$ cat src/rtl/bcd_to_bin_seq.sv
// Sequential BCD-to-binary converter (reverse double-dabble) with a start/busy/done handshake.
// Requests containing a digit above 9 are rejected and reported with error=1 and bin_out=0.
module bcd_to_bin_seq #(
    parameter int unsigned NDIGITS = 2,
    parameter int unsigned BW      = 7
) (
    input  logic                   clk,
    input  logic                   rst_n,
    input  logic                   start,
    input  logic [4*NDIGITS-1:0]   bcd_in,
    output logic                   busy,
    output logic                   done,
    output logic [BW-1:0]          bin_out,
    output logic                   error
);

    localparam int unsigned DW = 4 * NDIGITS;
    localparam int unsigned CW = (DW > 1) ? $clog2(DW) : 1;

    localparam logic [1:0] S_IDLE = 2'd0;
    localparam logic [1:0] S_CONV = 2'd1;
    localparam logic [1:0] S_DONE = 2'd2;

    logic [1:0]    state, state_nx;
    logic [DW-1:0] bcd_r, bcd_nx;
    logic [DW-1:0] bin_r, bin_nx;
    logic [DW-1:0] bcd_sh, bin_sh;
    logic [CW-1:0] cnt, cnt_nx;
    logic          rej_r, rej_nx;
    logic          busy_nx, done_nx, error_nx;
    logic [BW-1:0] bin_out_nx;
    logic          in_bad;

    // Any input digit above 9 makes the request invalid.
    always_comb begin
        in_bad = 1'b0;
        for (int unsigned i = 0; i < NDIGITS; i++) begin
            if (bcd_in[4*i +: 4] > 4'd9) begin
                in_bad = 1'b1;
            end
        end
    end

    // One reverse double-dabble step: shift right, then correct digits that became >= 8.
    always_comb begin
        {bcd_sh, bin_sh} = {bcd_r, bin_r} >> 1;
        for (int unsigned i = 0; i < NDIGITS; i++) begin
            if (bcd_sh[4*i+3]) begin
                bcd_sh[4*i +: 4] = bcd_sh[4*i +: 4] - 4'd3;
            end
        end
    end

    // Next-state and next-output logic.
    always_comb begin
        state_nx   = state;
        bcd_nx     = bcd_r;
        bin_nx     = bin_r;
        cnt_nx     = cnt;
        rej_nx     = rej_r;
        bin_out_nx = bin_out;
        error_nx   = error;

        case (state)
            S_IDLE, S_DONE: begin
                if (rej_r) begin
                    // Rejected request is reported one cycle after its accepting edge.
                    rej_nx     = 1'b0;
                    state_nx   = S_DONE;
                    error_nx   = 1'b1;
                    bin_out_nx = '0;
                end else if (start && in_bad) begin
                    rej_nx   = 1'b1;
                    state_nx = S_IDLE;
                end else if (start) begin
                    state_nx = S_CONV;
                    bcd_nx   = bcd_in;
                    bin_nx   = '0;
                    cnt_nx   = CW'(DW - 1);
                end else begin
                    state_nx = S_IDLE;
                end
            end
            S_CONV: begin
                bcd_nx = bcd_sh;
                bin_nx = bin_sh;
                cnt_nx = cnt - CW'(1);
                if (cnt == '0) begin
                    state_nx   = S_DONE;
                    bin_out_nx = BW'(bin_sh);
                    error_nx   = 1'b0;
                end
            end
            default: begin
                state_nx = S_IDLE;
            end
        endcase

        busy_nx = (state_nx == S_CONV);
        done_nx = (state_nx == S_DONE);
    end

    // State, scratch and output registers.
    always_ff @(posedge clk or negedge rst_n) begin
        if (!rst_n) begin
            state   <= S_IDLE;
            bcd_r   <= '0;
            bin_r   <= '0;
            cnt     <= '0;
            rej_r   <= 1'b0;
            busy    <= 1'b0;
            done    <= 1'b0;
            bin_out <= '0;
            error   <= 1'b0;
        end else begin
            state   <= state_nx;
            bcd_r   <= bcd_nx;
            bin_r   <= bin_nx;
            cnt     <= cnt_nx;
            rej_r   <= rej_nx;
            busy    <= busy_nx;
            done    <= done_nx;
            bin_out <= bin_out_nx;
            error   <= error_nx;
        end
    end

endmodule
$ cat config.mk
export PLATFORM = sky130hd
export DESIGN_NAME = bcd_to_bin_seq
export DESIGN_NICKNAME = d
export VERILOG_FILES = /design/src/rtl/bcd_to_bin_seq.sv
export SDC_FILE = /design/constraint.sdc
export NUM_CORES = 1
export LEC_CHECK = 0
export BUFFER_PORTS_ARGS = -buffer_cell sky130_fd_sc_hd__buf_2
export CORE_AREA = 3 3 54 56
export CTS_CLUSTER_SIZE = 10
export DETAILED_ROUTE_END_ITERATION = 10
export DIE_AREA = 0 0 57 59
export HOLD_SLACK_MARGIN = 0.1
export PLACE_DENSITY_LB_ADDON = 0.2
export SLEW_MARGIN = 20
export SYNTH_ARGS = -nofsm -noshare
export SYNTH_HDL_FRONTEND = slang
export SYNTH_SLANG_ARGS = --single-unit
$ cat constraint.sdc
create_clock -name clk -period 3.55 [get_ports clk]
set_clock_uncertainty 0.15 [all_clocks]
set_input_delay 0.355 -clock clk [delete_from_list [all_inputs] [get_ports clk]]
set_output_delay 0.355 -clock clk [all_outputs]
set_load 0.01 [all_outputs]
# == After elaboration in Yosys (flattened, before gate mapping) ==
# Index checks and enable logic that the tools add are counted.
# Widths: inputs -> output; s select.
# op_classes
n_eq_ne,9
mux,28
addsub,2
n_lt_le_gt_ge,2
n_reduce_logical,7
# ops
cell,n
$mux 8,6
$pmux 8 s2,2
$mux 7,2
$pmux 7 s2,1
$ne 2x2->1 const B,5
$mux 3,3
$gt 4x4->1 const B,2
$mux 1,8
$pmux 3 s2,1
$eq 2x1->1 const B,2
$eq 2x2->1 const B,2
$mux 2,2
$mux 4,1
$pmux 2 s2,1
$reduce_and 4->1,1
$sub 4x2->4 const B,1
$logic_not 3->1,1
$reduce_and 3->1,1
$sub 3x1->3 const B,1
$logic_not 2->1,1
$pmux 1 s2,1
$reduce_bool 2->1,1
$reduce_or 2->1,1
$logic_and 1x1->1,1
# totals
output_inout_bits,10
inputBits,11
reg_bits,32

# == Logic depth before layout (Yosys ltp) ==
# Gate-level depths: netlist of the first run.
# logic_depth
depth_word,8
ltp_mapped,6
ltp_nobuf,5

# == Worst setup path before layout of the first run ==
# Ideal clock, no wire load.
# synth_timing
path_kind,reg2reg
start,register state[0]
end,register bcd_r[1]
slack_ns,1.982
arrival_ns,1.276
n_path_buf,0
synth_period_minus_slack_ns,1.568
path_stages_with_launch,4
path_cell_list,dfrtp_1 -> or3b_4 -> o311ai_0 -> o211ai_1
# synth_via
elab_chain_len,4
word_cells_on_any_way,10
cone_classes,5 x eq/ne; 1 x mux; 4 x reduce/logical
# synth_rtl
item,line,rtl
from (decl),24,"logic [1:0] state, state_nx;"
from (signal assigned),116,state <= state_nx;
$eq 2x2->1 / $logic_not 2->1 (equally long branches),64,case (state)
$reduce_or 2->1,64,
$ne 2x2->1 (no line) / $reduce_bool 2->1 (equally long branches),--,
$reduce_and 4->1 (no line),--,
to (signal assigned),117,bcd_r <= bcd_nx;
to (decl),25,"logic [DW-1:0] bcd_r, bcd_nx;"
# Several ways; a longest one is shown, not always the timed one.
# A chain may end at the register's enable or synchronous reset.

# == Worst setup path after layout of the first run ==
# layout_timing
start,register state[0]
end,register bin_out[4]
# layout_via
elab_chain_len,4
word_cells_on_any_way,9
cone_classes,4 x eq/ne; 1 x mux; 4 x reduce/logical
# layout_rtl
item,line,rtl
$eq 2x2->1 / $logic_not 2->1 (equally long branches),64,
$reduce_or 2->1,64,
$ne 2x2->1 (no line) / $reduce_bool 2->1 (equally long branches),--,
$reduce_and 3->1 (no line),--,
to (signal assigned),123,bin_out <= bin_out_nx;
to (decl),13,"output logic [BW-1:0] bin_out,"
# Several ways; a longest one is shown, not always the timed one.

==> results of run 1 <==
area by class of cell:
class,instances,share of cell area (%)
clock inverters,1,0.311
multi-input cells,74,35.9
repair buffers,22,7.30
clock buffers,6,3.19
flip-flops and latches,31,48.2
inverters,12,2.80
well taps,30,2.33
final timing paths:
path	end	slack [ns]	depth (start not counted)
max reg2reg	bin_out[4]$_DFFE_PN0P_	1.55	3
min reg2reg	bin_out[6]$_DFFE_PN0P_	0.37	2
max in group asynchronous	rej_r$_DFFE_PN0N_	2.35	2
min in group asynchronous	bcd_r[4]$_DFFE_PN0P_	0.45	2
max	bin_out[4]$_DFFE_PN0P_	1.55	3
min	bcd_r[0]$_DFFE_PN0P_	0.15	3
where the power goes:
| group | switching [mW] | internal (mW) | total (mW) | leakage [nW] |
|---|---|---|---|---|
| clock network | 0.112 | 0.0917 | 0.203 | 0.0341 |
| registers | 0.104 | 0.505 | 0.609 | 0.388 |
| logic | 0.314 | 0.271 | 0.585 | 0.339 |
| total | 0.530 | 0.867 | 1.40 | 0.761 |
timing repair:
item,4_1_cts,5_1_grt
endpoints found under the setup margin,0,0
hold buffers,1,0
buffers inserted,0,0
hold endpoints to repair,31,0
layer usage:
layer,track usage [%],routed length [um],vias to the layer above
li1,-,-,491
met1,25.7,1300,502
met2,28.5,1300,17
met3,4.58,77,5
met4,8.94,30,0
met5,0,0,-
stage by stage:
step           worst slack, ns  cell area (um^2)
2_1_floorplan             1.98              1430
3_3_place_gp              1.66              1540
3_5_place_dp              1.54              1540
4_1_cts                   1.53              1610
5_1_grt                   1.39              1610
6_report                  1.55              1610
registers in the layout, summed over array words and instances (netlist names):
register and count:
state 2, cnt 3, rej_r 1, busy 1, error 1, bin_out 7
bin_r 7, bcd_r 8, done 1
critical path: cells and delay by family, from the launching register on:
family	cells	cell delay, ns
mux	1	0.25
simple gates	1	0.56
flops	1	0.44
compound gates	1	0.54
cells in the final DEF, fill, tap and decap left out, types with 3 or more instances in the layout:
master     n
a21oi_1    3
a22o_1     9
buf_2     20
clkbuf_4   5
dfrtp_1   31
ha_1       3
inv_1     12
mux2i_1   10
nand2_1   10
nand2b_1   3
nand4_1    3
o21ai_0    3
o221a_2    3
kinds of logic after synthesis:
kind of cell	count (synthesis)	synth area share, %
flops	31	54.4
xor+xnor	2	1.23
simple gates	25	10.1
compound gates	34	19.6
mux	10	7.02
buf+inv	17	5.00
fa+ha+maj	3	2.63
==> reports/results.tsv, run 1 <==
metric	value	unit
status	complete, no violations	
multi-input combinational cell area	578	um^2
CTS Buf Count	5	
Fillers	200	
CTS tree	done	
ys async rst share	100	%
slowest CP cell	nor2b_1	
GPL Wtd Cong	0.762	
top post-synthesis cells by count	dfrtp_1 (31), inv_1 (12), mux2i_1 (10), nand2_1 (10), a22o_1 (9)	
Yosys top cell area share	54.4	%
Unique masters post-synth	35	
Util after Layout	65.0	%
vias	1015	
Placed Cells	168	
Hold Crit Class	input port to flop	
Post-Syn Instances	122	
number of nets in the layout	160	
RSZ-0062 raised after global routing	false	
Post-Syn Area	1430	um^2
Tmin final	2.00	ns
pwr dens	868	nW/um^2
port bufs	20	
share of cells above drive strength 1	24.7	%
largest area contributor in the synthesized netlist	dfrtp_1	
CTS resizes	0	
DRT iter0 DRCs	45	
antenna-violating nets left	0	
GRT Total Usage	18.9	%
Min Hold Slack	0.148	ns
max-slew violations	0	
full die area	3360	um^2
max_cap viols	0	
final setup fails	0	
root buffer cell	clkbuf_4	
TritonRoute pass-1 iters	4	
leakage	0.761	nW
Initial Utilization	57.5	%
clock-pin slew on the worst setup and hold paths	0.09	ns
# IOs	21	
count leader, synth	dfrtp_1	
final setup TNS	0	ns
Die Ht	59	um
crit path cell chain	nor2b_1 > a22o_1 > mux2i_1	
clk sinks	31	
clock buffer depth	2	
Ys Warns	0	
top cells by area, synth	dfrtp_1 (54%), mux2i_1 (7.0%), a22o_1 (5.5%)	
worst endpoint data arrival time	2.09	ns
post-DP HPWL	1.91	mm
total power	1.40	mW
syn nets	136	
drt wl/cell	15.4	um
vias in the first global route	1054	
die width	57	um
area delta synth->final	13.0	%
H-tree levels	2	
Overflow after GRT	0	
number of flops mapped to enable cells by yosys	0	
total core area	2480	um^2
CP startpoint kind	flop	
Reg area	776	um^2
FF+latch count, synth	31	
fin cells	176	
Slew headroom	55.0	%
drt total wl	2.71	mm
n_diodes	0	
detailed-route DRC error count	0	
fmax	500	MHz
Hold Vio Cnt, Final	0	
worst hold start	bcd_in[0]	
CP Max Fanout	10	
sequential fraction of the synthesis area	54.4	%
Max IR drop VDD	0.566	mV
Worst Max-Slew Pin Slew	0.675	ns
Clock Latency Late Sink	0.31	ns
num rows	18	
period utilisation layout	56.3	%
critical path's largest stage delay	0.56	ns
Crit path required time	3.64	ns
DR vias/cell	5.77	
ys flop type	dfrtp_1	
Avg Cell Area, Syn	11.7	um^2
Critical Path Source	state[0]$_DFF_PN0_	
WS Path Type	flop to flop	
initial antenna violation count	0	
reg-to-reg startpoint	state[0]$_DFF_PN0_	
largest net degree at the start of global routing	32	
first-pass GRT wire length	4.77	mm
Crit. End Element	flop	
No activity file was read; power rests on OpenSTA's default activity.
==> run 2, diff against run 1 <==
CORE_AREA = 3 3 58 60   (was 3 3 54 56)
DIE_AREA = 0 0 61 63   (was 0 0 57 59)
clock period = 1.7 ns   (was 3.55 ns; I/O delays follow)
==> run 2 against run 1 <==
  * Register-to-register slack lost 1.5 ns
  * Critical path depth did not move
  * First-iteration DRC count fell by 33%
  * Power is 130% higher
  * Fmax up 22%
  * Die area up 14%
  * Critical endpoint is now bcd_r[6]$_DFFE_PN0P_
  * Largest power group is now combinational cells
==> reports/results.tsv, run 2 (synthesis gave the netlist of run 1 again) <==
metric	value	unit	change
largest net degree at the start of global routing	32		unchanged
RSZ-0062 raised after global routing	false		unchanged
commonest non-fill, non-tap cell in the layout	dfrtp_1		unchanged
Placed Cells	178		was 168
Worst R2R Path Depth	3		unchanged
pwr dens	1790	nW/um^2	was 868 nW/um^2
fmax	608	MHz	was 500 MHz
period utilisation layout	96.8	%	was 56.3%
Switching Share	35.5	%	was 37.9%
Slew headroom	55.3	%	was 55.0%
fin cells	195		was 176
Internal	2.06	mW	was 867 uW
Clock Latency Late Sink	0.32	ns	was 0.31 ns
Hold Vio Cnt, Final	0		unchanged
clock network power share	18.8	%	was 14.6%
Overflow after GRT	0		unchanged
status	complete, no violations		unchanged
Psw	1.14	mW	was 530 uW
TritonRoute pass-1 iters	4		unchanged
share of power burned in registers	39.7	%	was 43.6%
initial antenna violation count	0		unchanged
H-tree levels	2		unchanged
CP Max Fanout	6		was 10
GRT Total Usage	17.2	%	was 18.9%
detailed-route DRC error count	0		unchanged
full die area	3840	um^2	was 3360 um^2
DRT iter0 DRCs	30		was 45
number of nets in the layout	175		was 160
num rows	20		was 18
WL met2	1.28	mm	was 1.30 mm
Tmin final	1.65	ns	was 2.00 ns
Initial Utilization	47.9	%	was 57.5%
drt total wl	2.76	mm	was 2.71 mm
clk sinks	31		unchanged
wl on met1	1.33	mm	was 1.30 mm
Die Ht	63	um	was 59 um
area delta synth->final	25.1	%	was 13.0%
Crit. End Element	flop		unchanged
DR top layer	met4		unchanged
Post-CTS Setup Bufs	0		unchanged
Worst Max-Slew Pin Slew	0.670	ns	was 0.675 ns
root buffer cell	clkbuf_4		unchanged
Crit path required time	1.82	ns	was 3.64 ns
DR vias/cell	5.51		was 5.77
worst endpoint data arrival time	1.76	ns	was 2.09 ns
final setup TNS	0	ns	unchanged
first-pass GRT wire length	5.00	mm	was 4.77 mm
vias in the first global route	1105		was 1054
vias	1074		was 1015
Max IR drop VDD	1.02	mV	was 0.566 mV
port bufs	20		unchanged
total core area	2980	um^2	was 2480 um^2
share of cells above drive strength 1	29.0	%	was 24.7%
WS Path Type	flop to flop		unchanged
max-slew violations	0		unchanged
drt wl/cell	14.2	um	was 15.4 um
max_cap viols	0		unchanged
max reg flops	8		unchanged
GPL Wtd Cong	0.840		was 0.762
DR WL met3	114	um	was 77 um
leakage	0.844	nW	was 0.761 nW
CTS tree	done		unchanged
die width	61	um	was 57 um
post-DP HPWL	1.91	mm	about the same
# IOs	21		unchanged
Hold Crit Depth	4		was 3
n_diodes	0		unchanged
final setup fails	0		unchanged
Hold Crit Class	input port to flop		unchanged
Largest Register	bcd_r		unchanged
clock buffer depth	2		unchanged
clock-pin slew on the worst setup and hold paths	0.09	ns	about the same
top flop regs	bcd_r (8), bin_out (7), bin_r (7)		unchanged
CTS Buf Count	5		unchanged
CP startpoint kind	flop		unchanged
most frequent cells in the layout	dfrtp_1 (30), buf_2 (20), inv_1 (12), mux2i_1 (10), nand2_1 (10)		was dfrtp_1 (31), buf_2 (20), inv_1 (12), mux2i_1 (10), nand2_1 (10)
antenna-violating nets left	0		unchanged
combinational power share	41.5	%	was 41.9%
==> run 2: cell count changes in the layout (fill, tap and decap cells not counted), sizes merged <==
cell and delta:
buf +7, bufinv +1, dlygate4sd3 +8
==> run 2: per-stage QoR <==
step	util [%]	total power [mW]	hold WS (ns)	setup slack, ns	instance area (um^2)
global placement	53.7	2.55	0.0912	0.0750	1600
CTS	59.7	3.22	0.209	0.00841	1780
detailed placement	53.7	2.59	0.102	0.0511	1600
finish	59.9	3.20	0.227	0.0545	1780
global route	59.9	3.47	0.238	0.0131	1780
floorplan	-	2.19	-0.276	0.132	1430
==> run 2: final cells by class <==
type                       instances  area, um^2
fill                             265        1190
sequential                        31         777
multi-input combinational         74         583
timing repair buffer              37         250
clock buffer                       6        51.3
inverter                          12        45.0
tap                               33        41.3
clock inverter                     2        35.0
==> run 2: routing by layer <==
metal | track usage, % | up-vias
met2 | 25.4 | 22
met5 | 0 | -
met3 | 5.58 | 5
met1 | 23.9 | 529
met4 | 4.88 | 0
li1 | - | 518
==> run 2: worst max-delay path, stage by stage, from the launching register on <==
cell and delay, ns:
dfrtp_2 0.45, or3b_4 0.45, o31ai_4 0.31, o221a_2 0.24
==> run 2: path summary, 6_finish.rpt <==
check | start | to | slack, ns
hold reg to reg | bin_out[0]$_DFFE_PN0P_ | bin_out[0]$_DFFE_PN0P_ | 0.37
max in group asynchronous | rst_n | state[0]$_DFF_PN0_ | 0.67
setup reg to reg | state[0]$_DFF_PN0_ | bcd_r[6]$_DFFE_PN0P_ | 0.05
min in group asynchronous | rst_n | bcd_r[4]$_DFFE_PN0P_ | 0.25
hold / removal | start | bcd_r[7]$_DFFE_PN0P_ | 0.23
setup / recovery | state[0]$_DFF_PN0_ | bcd_r[6]$_DFFE_PN0P_ | 0.05
==> run 2: timing repair <==
| item | in CTS | in global routing |
|---|---|---|
| gates resized for setup | 0 | 5 |
| hold endpoints to repair | 39 | 0 |
| hold buffers | 9 | 0 |
| setup endpoints to repair | 0 | 22 |
==> run 2: power groups by stage <==
stage               clock [mW]  sequential (mW)  combinational (mW)
global placement             0             1.27                1.28
floorplan                    0             1.28               0.912
global route             0.652             1.32                1.49
finish                   0.601             1.27                1.33
CTS                      0.619             1.27                1.33
detailed placement           0             1.28                1.31
==> run 3, diff against run 2 <==
clock period = 1.4 ns   (was 1.7 ns; I/O delays follow)
==> run 3 against run 2 <==
  * The run now ends with negative setup slack left
  * Cell area rose by 8.9%
  * Worst hold slack got worse by 0.040 ns
  * Flip-flop and latch count did not move
  * Clock power fell by 16%
  * Non-clock buffer count rose by 12
  * Register-to-register slack got worse by 0.22 ns
  * First-iteration DRC count rose by 6.7%
  * Global-route usage rose by 1.6 points
  * Sequential power rose by 23%
==> reports/results.tsv, run 3 (synthesis gave the netlist of run 1 again) <==
metric	value	unit	change
status	finished with violations		was complete, no violations
failing checks	negative setup slack		
full die area	3840	um^2	unchanged
die width	61	um	unchanged
clock-pin slew on the worst setup and hold paths	0.11	ns	was 0.09 ns
Max IR drop VDD	1.09	mV	was 1.02 mV
Largest Register	bcd_r		unchanged
worst endpoint data arrival time	1.70	ns	was 1.76 ns
commonest non-fill, non-tap cell in the layout	dfrtp_1		unchanged
clk sinks	31		unchanged
root buffer cell	clkbuf_4		unchanged
first-pass GRT wire length	5.39	mm	was 5.00 mm
num rows	20		unchanged
post-place instance area	1690	um^2	was 1600 um^2
vias	1153		was 1074
Placed Cells	187		was 178
pre-CTS WS	-0.260	ns	was 0.0511 ns
Initial Utilization	47.9	%	unchanged
Worst Max-Slew Pin Slew	0.397	ns	was 0.670 ns
DRT iter0 DRCs	32		was 30
Crit. End Element	flop		unchanged
detailed-route DRC error count	0		unchanged
DR vias/cell	5.57		was 5.51
Tmin final	1.57	ns	was 1.65 ns
Design Area, Final	1940	um^2	was 1780 um^2
CP Max Fanout	6		unchanged
Util after Layout	65.2	%	was 59.9%
port bufs	20		unchanged
number of nets in the layout	187		was 175
CP startpoint kind	flop		unchanged
Die Ht	63	um	unchanged
crit path cell chain	or3b_4 > o31ai_4 > o221a_2		unchanged
final setup TNS	-2.49	ns	was 0 ns
Min Hold Slack	0.187	ns	was 0.227 ns
CTS tree	done		unchanged
Hold Crit Class	input port to async pin		was input port to flop
share of cells above drive strength 1	39.7	%	was 29.0%
final setup fails	20		was 0
RSZ-0062 raised after global routing	true		was false
clock buffer depth	2		unchanged
top flop regs	bcd_r (8), bin_out (7), bin_r (7)		unchanged
leakage	0.906	nW	was 0.844 nW
drt total wl	3.17	mm	was 2.76 mm
min setup slack post-route	-0.170	ns	was 0.0545 ns
most frequent cells in the layout	dfrtp_1 (30), buf_2 (20), buf_4 (15), inv_1 (10), nand2_1 (10)		was dfrtp_1 (30), buf_2 (20), inv_1 (12), mux2i_1 (10), nand2_1 (10)
CTS Buf Count	5		unchanged
max_cap viols	0		unchanged
M2 GR Usage	28.1	%	was 25.4%
WS Path Type	flop to flop		unchanged
initial antenna violation count	0		unchanged
total power	4.22	mW	was 3.20 mW
busiest grt layer	met2		unchanged
vias in the first global route	1158		was 1105
antenna-violating nets left	0		unchanged
Overflow after GRT	0		unchanged
GR Util met1	25.8	%	was 23.9%
fin cells	207		was 195
n_diodes	0		unchanged
pwr dens	2170	nW/um^2	was 1790 nW/um^2
# IOs	21		unchanged
max-slew violations	0		unchanged
total core area	2980	um^2	unchanged
GRT Total Usage	18.7	%	was 17.2%
met3 usage	6.20	%	was 5.58%
max reg flops	8		unchanged
Clock Latency Late Sink	0.34	ns	was 0.32 ns
Crit path required time	1.53	ns	was 1.82 ns
area delta synth->final	36.3	%	was 25.1%
slowest CP cell	dfrtp_2		unchanged
Slew headroom	73.6	%	was 55.3%
period utilisation layout	112	%	was 96.8%
post-DP HPWL	2.12	mm	was 1.91 mm
GPL Wtd Cong	0.796		was 0.840
critical path's largest stage delay	0.47	ns	was 0.45 ns
drt wl/cell	15.3	um	was 14.2 um
TritonRoute pass-1 iters	4		unchanged
largest net degree at the start of global routing	32		unchanged
fmax	637	MHz	was 608 MHz
Hold Vio Cnt, Final	0		unchanged
H-tree levels	2		unchanged
## run 3: cell types whose count changed in the layout (fill, tap and decap cells not counted), moves of 2 or more
cell      change
a22oi_1       -2
ha_1          -2
buf_4         +7
o21ai_0       -2
a22oi_2       +2
inv_2         +2
inv_1         -2
ha_4          +2
clkinv_2      +2
buf_6         +4
## run 3: worst paths after layout
path / from / end / slack [ns] / cells past startpoint
min in group clk: bcd_in[7] / bcd_r[0]$_DFFE_PN0P_ / 0.19 / 5
min: rst_n / bin_out[6]$_DFFE_PN0P_ / 0.19 / 3
max in group asynchronous: rst_n / state[0]$_DFF_PN0_ / 0.60 / 3
max: state[0]$_DFF_PN0_ / bcd_r[5]$_DFFE_PN0P_ / -0.17 / 3
max reg2reg: state[0]$_DFF_PN0_ / bcd_r[5]$_DFFE_PN0P_ / -0.17 / 3
min reg2reg: bin_r[4]$_DFFE_PN0P_ / bin_r[3]$_DFFE_PN0P_ / 0.37 / 1
## run 3: metal layers
metal  routed length (um)  vias up
li1                     -      547
met1                 1510      576
met2                 1520       26
met3                  122        4
met4                   20        0
met5                    0        -
## run 3: worst max-delay path: cells and delay by family (launching register included)
family,cells,cell delay (ns)
AO/OA/AOI/OAI,2,0.46
flip-flops,1,0.47
AND/OR/NAND/NOR,1,0.44
## run 3: final cells by class
type                       instances  area [um^2]
timing repair buffer              49          368
inverter                          12         45.0
clock buffer                       5         37.5
sequential                        31          777
multi-input combinational         74          658
fill                             207         1040
tap                               33         41.3
clock inverter                     3         15.0
## run 3: timing repair
item | in CTS | in global routing
resized for setup | 16 | 5
endpoints found under the hold margin | 39 | 0
endpoints found under the setup margin | 28 | 28
setup buffers | 2 | 1
hold buffers | 9 | 0
pin swaps | 4 | 4
## run 3: report_power, final
group | switching [mW] | total [mW] | internal (mW)
clock network | 0.316 | 0.503 | 0.187
logic | 1.00 | 2.15 | 1.15
registers | 0.277 | 1.56 | 1.28
total | 1.60 | 4.22 | 2.62
